### config.mk
export PLATFORM = sky130hd
export DESIGN_NAME = dmi_uart_link_flat
export DESIGN_NICKNAME = d
export VERILOG_FILES = /design/src/rtl/uart_pkg.sv /design/src/rtl/dmi_uart_link_if.sv /design/src/rtl/uart_sync_fifo.sv /design/src/rtl/dmi_uart_link.sv /design/src/flat_wrapper.sv
export SDC_FILE = /design/constraint.sdc
export NUM_CORES = 1
export LEC_CHECK = 0
export ABC_AREA = 1
export CORE_MARGIN = 4
export CORE_UTILIZATION = 50
export DETAILED_ROUTE_END_ITERATION = 8
export PLACE_DENSITY_LB_ADDON = 0.12
export SYNTH_ARGS = -nofsm -noshare
export SYNTH_HDL_FRONTEND = slang
export SYNTH_HIERARCHICAL = 1
export SYNTH_SLANG_ARGS = --single-unit
### constraint.sdc
create_clock -name CLK_I -period 2.6 [get_ports CLK_I]
set_input_delay 0.52 -clock CLK_I [delete_from_list [all_inputs] [get_ports CLK_I]]
set_output_delay 0.52 -clock CLK_I [all_outputs]
set_load 0.01 [all_outputs]
### src/rtl/uart_pkg.sv
// Shared UART link definitions: escape byte, TX sequencer states, RX entry layout.
package uart_pkg;

  localparam logic [7:0] ESC_BYTE = 8'h1B;

  typedef enum logic [2:0] {
    LINK_IDLE,
    LINK_ESC,
    LINK_ESC_GAP,
    LINK_BYTE,
    LINK_BYTE_GAP
  } link_tx_state_t;

  // One decoded RX byte: cmd marks a byte that followed a single escape.
  typedef struct packed {
    logic       cmd;
    logic [7:0] data;
  } rx_entry_t;

endpackage

### src/rtl/dmi_uart_link_if.sv
// Signal bundle between the framing link, the UART PHY and the DMI TAP.
// slave is the link's view; master is the view of the PHY + TAP around it.
interface dmi_uart_link_if;

  logic       PHY_RX_VALID_I;
  logic [7:0] PHY_RX_DATA_I;
  logic       PHY_TX_READY_I;
  logic       PHY_TX_VALID_O;
  logic [7:0] PHY_TX_DATA_O;

  logic       READ_I;
  logic [7:0] DATA_REC_O;
  logic       CMD_REC_O;
  logic       RX_EMPTY_O;
  logic       RX_OVERFLOW_O;

  logic       WRITE_I;
  logic [7:0] DATA_SEND_I;
  logic       SEND_COMMAND_I;
  logic [7:0] COMMAND_I;
  logic       TX_READY_O;

  modport slave (
    input  PHY_RX_VALID_I, PHY_RX_DATA_I, PHY_TX_READY_I,
    output PHY_TX_VALID_O, PHY_TX_DATA_O,
    input  READ_I,
    output DATA_REC_O, CMD_REC_O, RX_EMPTY_O, RX_OVERFLOW_O,
    input  WRITE_I, DATA_SEND_I, SEND_COMMAND_I, COMMAND_I,
    output TX_READY_O
  );

  modport master (
    output PHY_RX_VALID_I, PHY_RX_DATA_I, PHY_TX_READY_I,
    input  PHY_TX_VALID_O, PHY_TX_DATA_O,
    output READ_I,
    input  DATA_REC_O, CMD_REC_O, RX_EMPTY_O, RX_OVERFLOW_O,
    output WRITE_I, DATA_SEND_I, SEND_COMMAND_I, COMMAND_I,
    input  TX_READY_O
  );

endinterface

### src/rtl/uart_sync_fifo.sv
// Single-clock first-word-fall-through FIFO. DEPTH must be a power of two so
// the pointers wrap naturally. head reads zero while the FIFO is empty.
module uart_sync_fifo #(
  parameter int WIDTH = 9,
  parameter int DEPTH = 8
) (
  input  logic             CLK_I,
  input  logic             RST_I,
  input  logic             push,
  input  logic [WIDTH-1:0] push_data,
  input  logic             pop,
  output logic             full,
  output logic             empty,
  output logic [WIDTH-1:0] head
);

  localparam int AW = $clog2(DEPTH);
  localparam int CW = AW + 1;

  logic [WIDTH-1:0] mem [DEPTH];
  logic [AW-1:0]    rd_ptr;
  logic [AW-1:0]    wr_ptr;
  logic [CW-1:0]    count;
  logic             do_push;
  logic             do_pop;

  assign empty   = (count == '0);
  assign full    = (count == CW'(DEPTH));
  // A pop on an empty FIFO is ignored; a pop frees the slot a full-FIFO push needs.
  assign do_pop  = pop && !empty;
  assign do_push = push && (!full || do_pop);
  assign head    = empty ? '0 : mem[rd_ptr];

  // Pointer and occupancy bookkeeping.
  always_ff @(posedge CLK_I or posedge RST_I) begin
    if (RST_I) begin
      rd_ptr <= '0;
      wr_ptr <= '0;
      count  <= '0;
    end else begin
      if (do_push) wr_ptr <= wr_ptr + 1'b1;
      if (do_pop)  rd_ptr <= rd_ptr + 1'b1;
      count <= count + CW'(do_push) - CW'(do_pop);
    end
  end

  // Storage array; contents are don't-care until written.
  always_ff @(posedge CLK_I) begin
    if (do_push) mem[wr_ptr] <= push_data;
  end

endmodule

### src/rtl/dmi_uart_link.sv
// Byte-framing link between the UART PHY and the DMI TAP.
// RX: ESC x -> command x, ESC ESC -> literal ESC, other bytes pass as data.
// TX: data bytes equal to ESC and all command bytes go out prefixed with ESC.
module dmi_uart_link
  import uart_pkg::*;
#(
  parameter int         RX_DEPTH = 8,
  parameter logic [7:0] ESC      = ESC_BYTE
) (
  input logic            CLK_I,
  input logic            RST_I,
  dmi_uart_link_if.slave link
);

  logic           esc_pending;
  logic           rx_push;
  rx_entry_t      rx_entry;
  rx_entry_t      rx_head;
  logic           rx_full;
  logic           rx_empty;
  logic           rx_overflow;

  link_tx_state_t tx_state;
  logic [7:0]     tx_byte;
  logic           byte_gap_left;
  logic           tx_valid;
  logic [7:0]     tx_data;

  // Escape decode of the incoming PHY byte into a FIFO push request.
  always_comb begin
    rx_push  = 1'b0;
    rx_entry = '0;
    if (link.PHY_RX_VALID_I) begin
      if (esc_pending) begin
        rx_push       = 1'b1;
        rx_entry.cmd  = (link.PHY_RX_DATA_I != ESC);
        rx_entry.data = link.PHY_RX_DATA_I;
      end else if (link.PHY_RX_DATA_I != ESC) begin
        rx_push       = 1'b1;
        rx_entry.data = link.PHY_RX_DATA_I;
      end
    end
  end

  // Escape-pending flag: set by a lone ESC, cleared by whatever follows it.
  always_ff @(posedge CLK_I or posedge RST_I) begin
    if (RST_I) begin
      esc_pending <= 1'b0;
    end else if (link.PHY_RX_VALID_I) begin
      esc_pending <= !esc_pending && (link.PHY_RX_DATA_I == ESC);
    end
  end

  // Sticky overflow: a decoded byte arrived while full with no pop to make room.
  always_ff @(posedge CLK_I or posedge RST_I) begin
    if (RST_I) begin
      rx_overflow <= 1'b0;
    end else if (rx_push && rx_full && !link.READ_I) begin
      rx_overflow <= 1'b1;
    end
  end

  uart_sync_fifo #(
    .WIDTH ($bits(rx_entry_t)),
    .DEPTH (RX_DEPTH)
  ) u_rx_fifo (
    .CLK_I     (CLK_I),
    .RST_I     (RST_I),
    .push      (rx_push),
    .push_data (rx_entry),
    .pop       (link.READ_I),
    .full      (rx_full),
    .empty     (rx_empty),
    .head      (rx_head)
  );

  assign link.DATA_REC_O    = rx_head.data;
  assign link.CMD_REC_O     = rx_head.cmd;
  assign link.RX_EMPTY_O    = rx_empty;
  assign link.RX_OVERFLOW_O = rx_overflow;

  // TX sequencer: latch a request, emit optional ESC prefix, then the byte.
  // BYTE_GAP spans two cycles so TX_READY_O returns two cycles after the
  // final byte strobe; ESC_GAP only has to skip the cycle the PHY is still
  // reporting ready for the byte it just took.
  always_ff @(posedge CLK_I or posedge RST_I) begin
    if (RST_I) begin
      tx_state      <= LINK_IDLE;
      tx_byte       <= '0;
      byte_gap_left <= 1'b0;
      tx_valid      <= 1'b0;
      tx_data       <= '0;
    end else begin
      tx_valid <= 1'b0;
      case (tx_state)
        LINK_IDLE: begin
          if (link.SEND_COMMAND_I) begin
            tx_byte  <= link.COMMAND_I;
            tx_state <= LINK_ESC;
          end else if (link.WRITE_I) begin
            tx_byte  <= link.DATA_SEND_I;
            tx_state <= (link.DATA_SEND_I == ESC) ? LINK_ESC : LINK_BYTE;
          end
        end
        LINK_ESC: begin
          if (link.PHY_TX_READY_I) begin
            tx_valid <= 1'b1;
            tx_data  <= ESC;
            tx_state <= LINK_ESC_GAP;
          end
        end
        LINK_ESC_GAP: begin
          tx_state <= LINK_BYTE;
        end
        LINK_BYTE: begin
          if (link.PHY_TX_READY_I) begin
            tx_valid      <= 1'b1;
            tx_data       <= tx_byte;
            byte_gap_left <= 1'b1;
            tx_state      <= LINK_BYTE_GAP;
          end
        end
        LINK_BYTE_GAP: begin
          if (byte_gap_left) begin
            byte_gap_left <= 1'b0;
          end else begin
            tx_state <= LINK_IDLE;
          end
        end
        default: begin
          tx_state <= LINK_IDLE;
        end
      endcase
    end
  end

  assign link.TX_READY_O     = (tx_state == LINK_IDLE);
  assign link.PHY_TX_VALID_O = tx_valid;
  assign link.PHY_TX_DATA_O  = tx_data;

endmodule

### src/flat_wrapper.sv
// flat-port wrapper written by rule: the top's interface ports become plain ports
module dmi_uart_link_flat import uart_pkg::*;
#(
  parameter int         RX_DEPTH = 8,
  parameter logic [7:0] ESC      = ESC_BYTE
)
  (CLK_I, RST_I, link_PHY_RX_VALID_I, link_PHY_RX_DATA_I, link_PHY_TX_READY_I, link_PHY_TX_VALID_O, link_PHY_TX_DATA_O, link_READ_I, link_DATA_REC_O, link_CMD_REC_O, link_RX_EMPTY_O, link_RX_OVERFLOW_O, link_WRITE_I, link_DATA_SEND_I, link_SEND_COMMAND_I, link_COMMAND_I, link_TX_READY_O);
  dmi_uart_link_if link_i ();
  input logic CLK_I;
  input logic RST_I;
  input wire logic [$bits(link_i.PHY_RX_VALID_I)-1:0] link_PHY_RX_VALID_I;
  input wire logic [$bits(link_i.PHY_RX_DATA_I)-1:0] link_PHY_RX_DATA_I;
  input wire logic [$bits(link_i.PHY_TX_READY_I)-1:0] link_PHY_TX_READY_I;
  output wire logic [$bits(link_i.PHY_TX_VALID_O)-1:0] link_PHY_TX_VALID_O;
  output wire logic [$bits(link_i.PHY_TX_DATA_O)-1:0] link_PHY_TX_DATA_O;
  input wire logic [$bits(link_i.READ_I)-1:0] link_READ_I;
  output wire logic [$bits(link_i.DATA_REC_O)-1:0] link_DATA_REC_O;
  output wire logic [$bits(link_i.CMD_REC_O)-1:0] link_CMD_REC_O;
  output wire logic [$bits(link_i.RX_EMPTY_O)-1:0] link_RX_EMPTY_O;
  output wire logic [$bits(link_i.RX_OVERFLOW_O)-1:0] link_RX_OVERFLOW_O;
  input wire logic [$bits(link_i.WRITE_I)-1:0] link_WRITE_I;
  input wire logic [$bits(link_i.DATA_SEND_I)-1:0] link_DATA_SEND_I;
  input wire logic [$bits(link_i.SEND_COMMAND_I)-1:0] link_SEND_COMMAND_I;
  input wire logic [$bits(link_i.COMMAND_I)-1:0] link_COMMAND_I;
  output wire logic [$bits(link_i.TX_READY_O)-1:0] link_TX_READY_O;
  assign link_i.PHY_RX_VALID_I = link_PHY_RX_VALID_I;
  assign link_i.PHY_RX_DATA_I = link_PHY_RX_DATA_I;
  assign link_i.PHY_TX_READY_I = link_PHY_TX_READY_I;
  assign link_PHY_TX_VALID_O = link_i.PHY_TX_VALID_O;
  assign link_PHY_TX_DATA_O = link_i.PHY_TX_DATA_O;
  assign link_i.READ_I = link_READ_I;
  assign link_DATA_REC_O = link_i.DATA_REC_O;
  assign link_CMD_REC_O = link_i.CMD_REC_O;
  assign link_RX_EMPTY_O = link_i.RX_EMPTY_O;
  assign link_RX_OVERFLOW_O = link_i.RX_OVERFLOW_O;
  assign link_i.WRITE_I = link_WRITE_I;
  assign link_i.DATA_SEND_I = link_DATA_SEND_I;
  assign link_i.SEND_COMMAND_I = link_SEND_COMMAND_I;
  assign link_i.COMMAND_I = link_COMMAND_I;
  assign link_TX_READY_O = link_i.TX_READY_O;
  dmi_uart_link #(.RX_DEPTH(RX_DEPTH), .ESC(ESC)) u_core (.CLK_I(CLK_I), .RST_I(RST_I), .link(link_i));
endmodule
==> results.yml <==
placed_design:
  place_ws_ps: -398.0
  dp_hpwl_um: 7427
  port_buffers: 51
  place_inst: 726
  gp_congestion: 0.8544
floorplanning:
  core_um2: 9819
  die_y_um: 108.5
  die_w_um: 108.5
  initial_core_util: 0.5141
  die-area_um2: 11770
  ios: 52
  core.rowCount: 36
global_routing:
  track_usage: 0.1920
  grt_pass1_wl_um: 17110
  antenna_found_initial: 0
  grt_overflow_total: 0
  grt_pass1_vias: 3412
  grt_max_degree: 38
power_and_ir_drop:
  p_switching_mw: 2.284
  peakVddDrop_mv: 0.4873
  pwr-share-comb: 0.423
  p_leak_nw: 2.916
  switching_share: 0.3696
  p_int_mw: 3.896
  powerDensity_nw_per_um2: 1014
  power.share.sequential: 0.396
  clock_power_share: 0.181
finish:
  drive_above_1_share: 0.1227
  finalCoreUtilization: 0.6205
  area_delta_synth_final_pct: 20.69
  diodes: 0
  final_common_cell: "nand2_1"
  final_cell_mix: "nand2_1, inv_1, edfxtp_1"
  instances_no_fill: 744
  fin_nets: 645
synthesis:
  synth_top_area_frac: 0.4283
  seq_area_frac_synth: 0.5918
  synth.area.top_cells: "edfxtp_1, dfrtp_1, nand2_1"
  synth_area_um2: 5049
  syn_nets: 574
  ys_ff_latch: 105
  post_synth.cell_area_avg_um2: 9.437
  syn_inst: 535
  yosys.area.top_type: "edfxtp_1"
  ys_types: 37
  yosysWarnings: 6
critical_path:
  crit_family: "buffers and inverters"
  crit_chain: "buf_8 > inv_12 > nand2_1 > nand3_1 > nand2_1 > nor2_1 > nor2_1 > clkdlybuf4s50_1"
  r2r-end: "u_core/u_rx_fifo/mem[4][2]$_DFFE_PP_"
  cp_max_fo: 37
  path_class: "register to output port"
  reg2reg_depth: 6
  cpPeakStageDelay_ps: 560
  cp-start-kind: "register"
  crit_arrival_ps: 1930
  required_ps: 2080
  path_buf_inv: 3
  cpMaxStageDelayCell: "clkdlybuf4s50_1"
  r2r_start: "u_core/u_rx_fifo/count[2]$_DFF_PP0_"
  reg2reg_slack_ps: 490
  cp-end-kind: "output port"
timing:
  finalMaxSlewViolations: 0
  final.setup_skew_ps: 6.011
  setup_tns_ps: 0
  worst_pin_slew_ps: 1010
  final_hold_viol_count: 0
  holdWs_ps: 462.6
  finalSetupViolations: 0
  worst_slack_ps: 151.8
  fmax_ghz: 0.4085
  post-route-period-util: 0.9416
  period_needed_ps: 2448
  grt_setup_unrepaired: "yes"
  slew_headroom: 0.3239
cts:
  cts_num_sinks: 105
  cts_hold_buffers: 0
  clock_latency_ps: 360
  cts-buffers-inserted: 9
  htree_levels: 3
  cts.clk_slew.worst_paths_ps: 90
  cts_tree: "done"
  cts-root-buf: "clkbuf_8"
  clockBufferDepth: 2
detailed_routing:
  via_count: 3541
  drtIter0Drc: 181
  drt_first_pass_iters: 4
  drc: 0
  ant_nets: 0
  viasPerCell: 4.759
  detail_route.wl_per_cell_um: 14.28
  wirelength_um: 10630
outcome:
  status: "finished, final reports clean"
job:
  max-cap-violations: 0
hold_path:
  hp-class: "input pin to async pin"
==> per-stage QoR <==
step / cell area, um^2 / total power, mW
floorplan: 5049 / 4.149
global placement: 5773 / 5.002
detailed placement: 5773 / 5.080
CTS: 6016 / 6.199
global route: 6093 / 6.628
finish: 6093 / 6.181
==> Yosys cell counts (all sizes together) <==
library cell,count
o211ai,8
ha,7
xnor2,3
buf,15
nor3b,1
clkbuf,2
nand3b,2
or2,5
fa,1
inv,118
a21oi,4
nand3,59
nor2,45
edfxtp,72
a2bb2oi,4
xor2,2
nand4,1
nand2,139
nor3,1
o21ai,13
dfrtp,33
==> kinds of logic after synthesis <==
logic type,synth area share
adder cells (fa/ha/maj),0.02131
flip-flops,0.5918
AND/OR/NAND/NOR,0.2245
XOR/XNOR,0.008676
AO/OA/AOI/OAI,0.03916
buffers and inverters,0.1145
==> sequential cells by signal (all words and copies together), names as in the netlist <==
register,cells
u_core/byte_gap_left,1
u_core/link.RX_OVERFLOW_O,1
u_core/u_rx_fifo/rd_ptr,3
u_core/esc_pending,1
u_core/u_rx_fifo/mem,72
u_core/tx_byte,8
u_core/u_rx_fifo/count,4
u_core/u_rx_fifo/wr_ptr,3
u_core/link.PHY_TX_DATA_O,8
u_core/link.PHY_TX_VALID_O,1
u_core/tx_state,3
==> power groups by stage <==
stage | logic, mW | registers [mW] | clock network, mW
after floorplan | 1.76 | 2.39 | 0
after global routing | 2.92 | 2.49 | 1.22
after detailed placement | 2.60 | 2.48 | 0
after global placement | 2.53 | 2.47 | 0
final | 2.61 | 2.45 | 1.12
after CTS | 2.60 | 2.45 | 1.15
==> layer usage <==
metal	GRT usage	up-vias	part of all wire	wire length (um)
li1	-	1810	-	-
met1	0.2613	1635	0.46	4862
met2	0.3111	85	0.48	5099
met3	0.03343	11	0.049	526
met4	0.06853	0	0.013	138
met5	0	-	0	0
==> worst max-delay path by stage <==
stage,cells after the start,endpoint,slack [ps],start
finish,8,link_DATA_REC_O[7],150,u_core/u_rx_fifo/rd_ptr[0]$_DFFE_PP0N_
global route,13,u_core/u_rx_fifo/count[2]$_DFF_PP0_,-10,link_PHY_RX_DATA_I[6]
CTS,8,u_core/u_rx_fifo/mem[0][5]$_DFFE_PP_,8,link_PHY_RX_DATA_I[6]
detailed placement,13,u_core/u_rx_fifo/count[1]$_DFF_PP0_,-400,link_PHY_RX_DATA_I[6]
global placement,13,u_core/u_rx_fifo/count[2]$_DFF_PP0_,-290,link_PHY_RX_DATA_I[7]
floorplan,12,u_core/u_rx_fifo/count[2]$_DFF_PP0_,200,link_PHY_RX_DATA_I[7]
==> final cells by class <==
cell class	instances	area, um^2
fill	875	3726
sequential	105	2989
multi-input combinational	295	1508
timing repair buffer	77	742.0
inverter	118	455.4
clock buffer	13	191.4
tap	133	166.4
clock inverter	3	41.29
==> timing repair <==
action	4_1_cts	5_1_grt
endpoints found under the setup margin	18	56
pin swaps	0	1
resized for setup	7	18
buffers inserted	0	2
gates cloned	0	0
No activity file was read; power rests on OpenSTA's default activity.
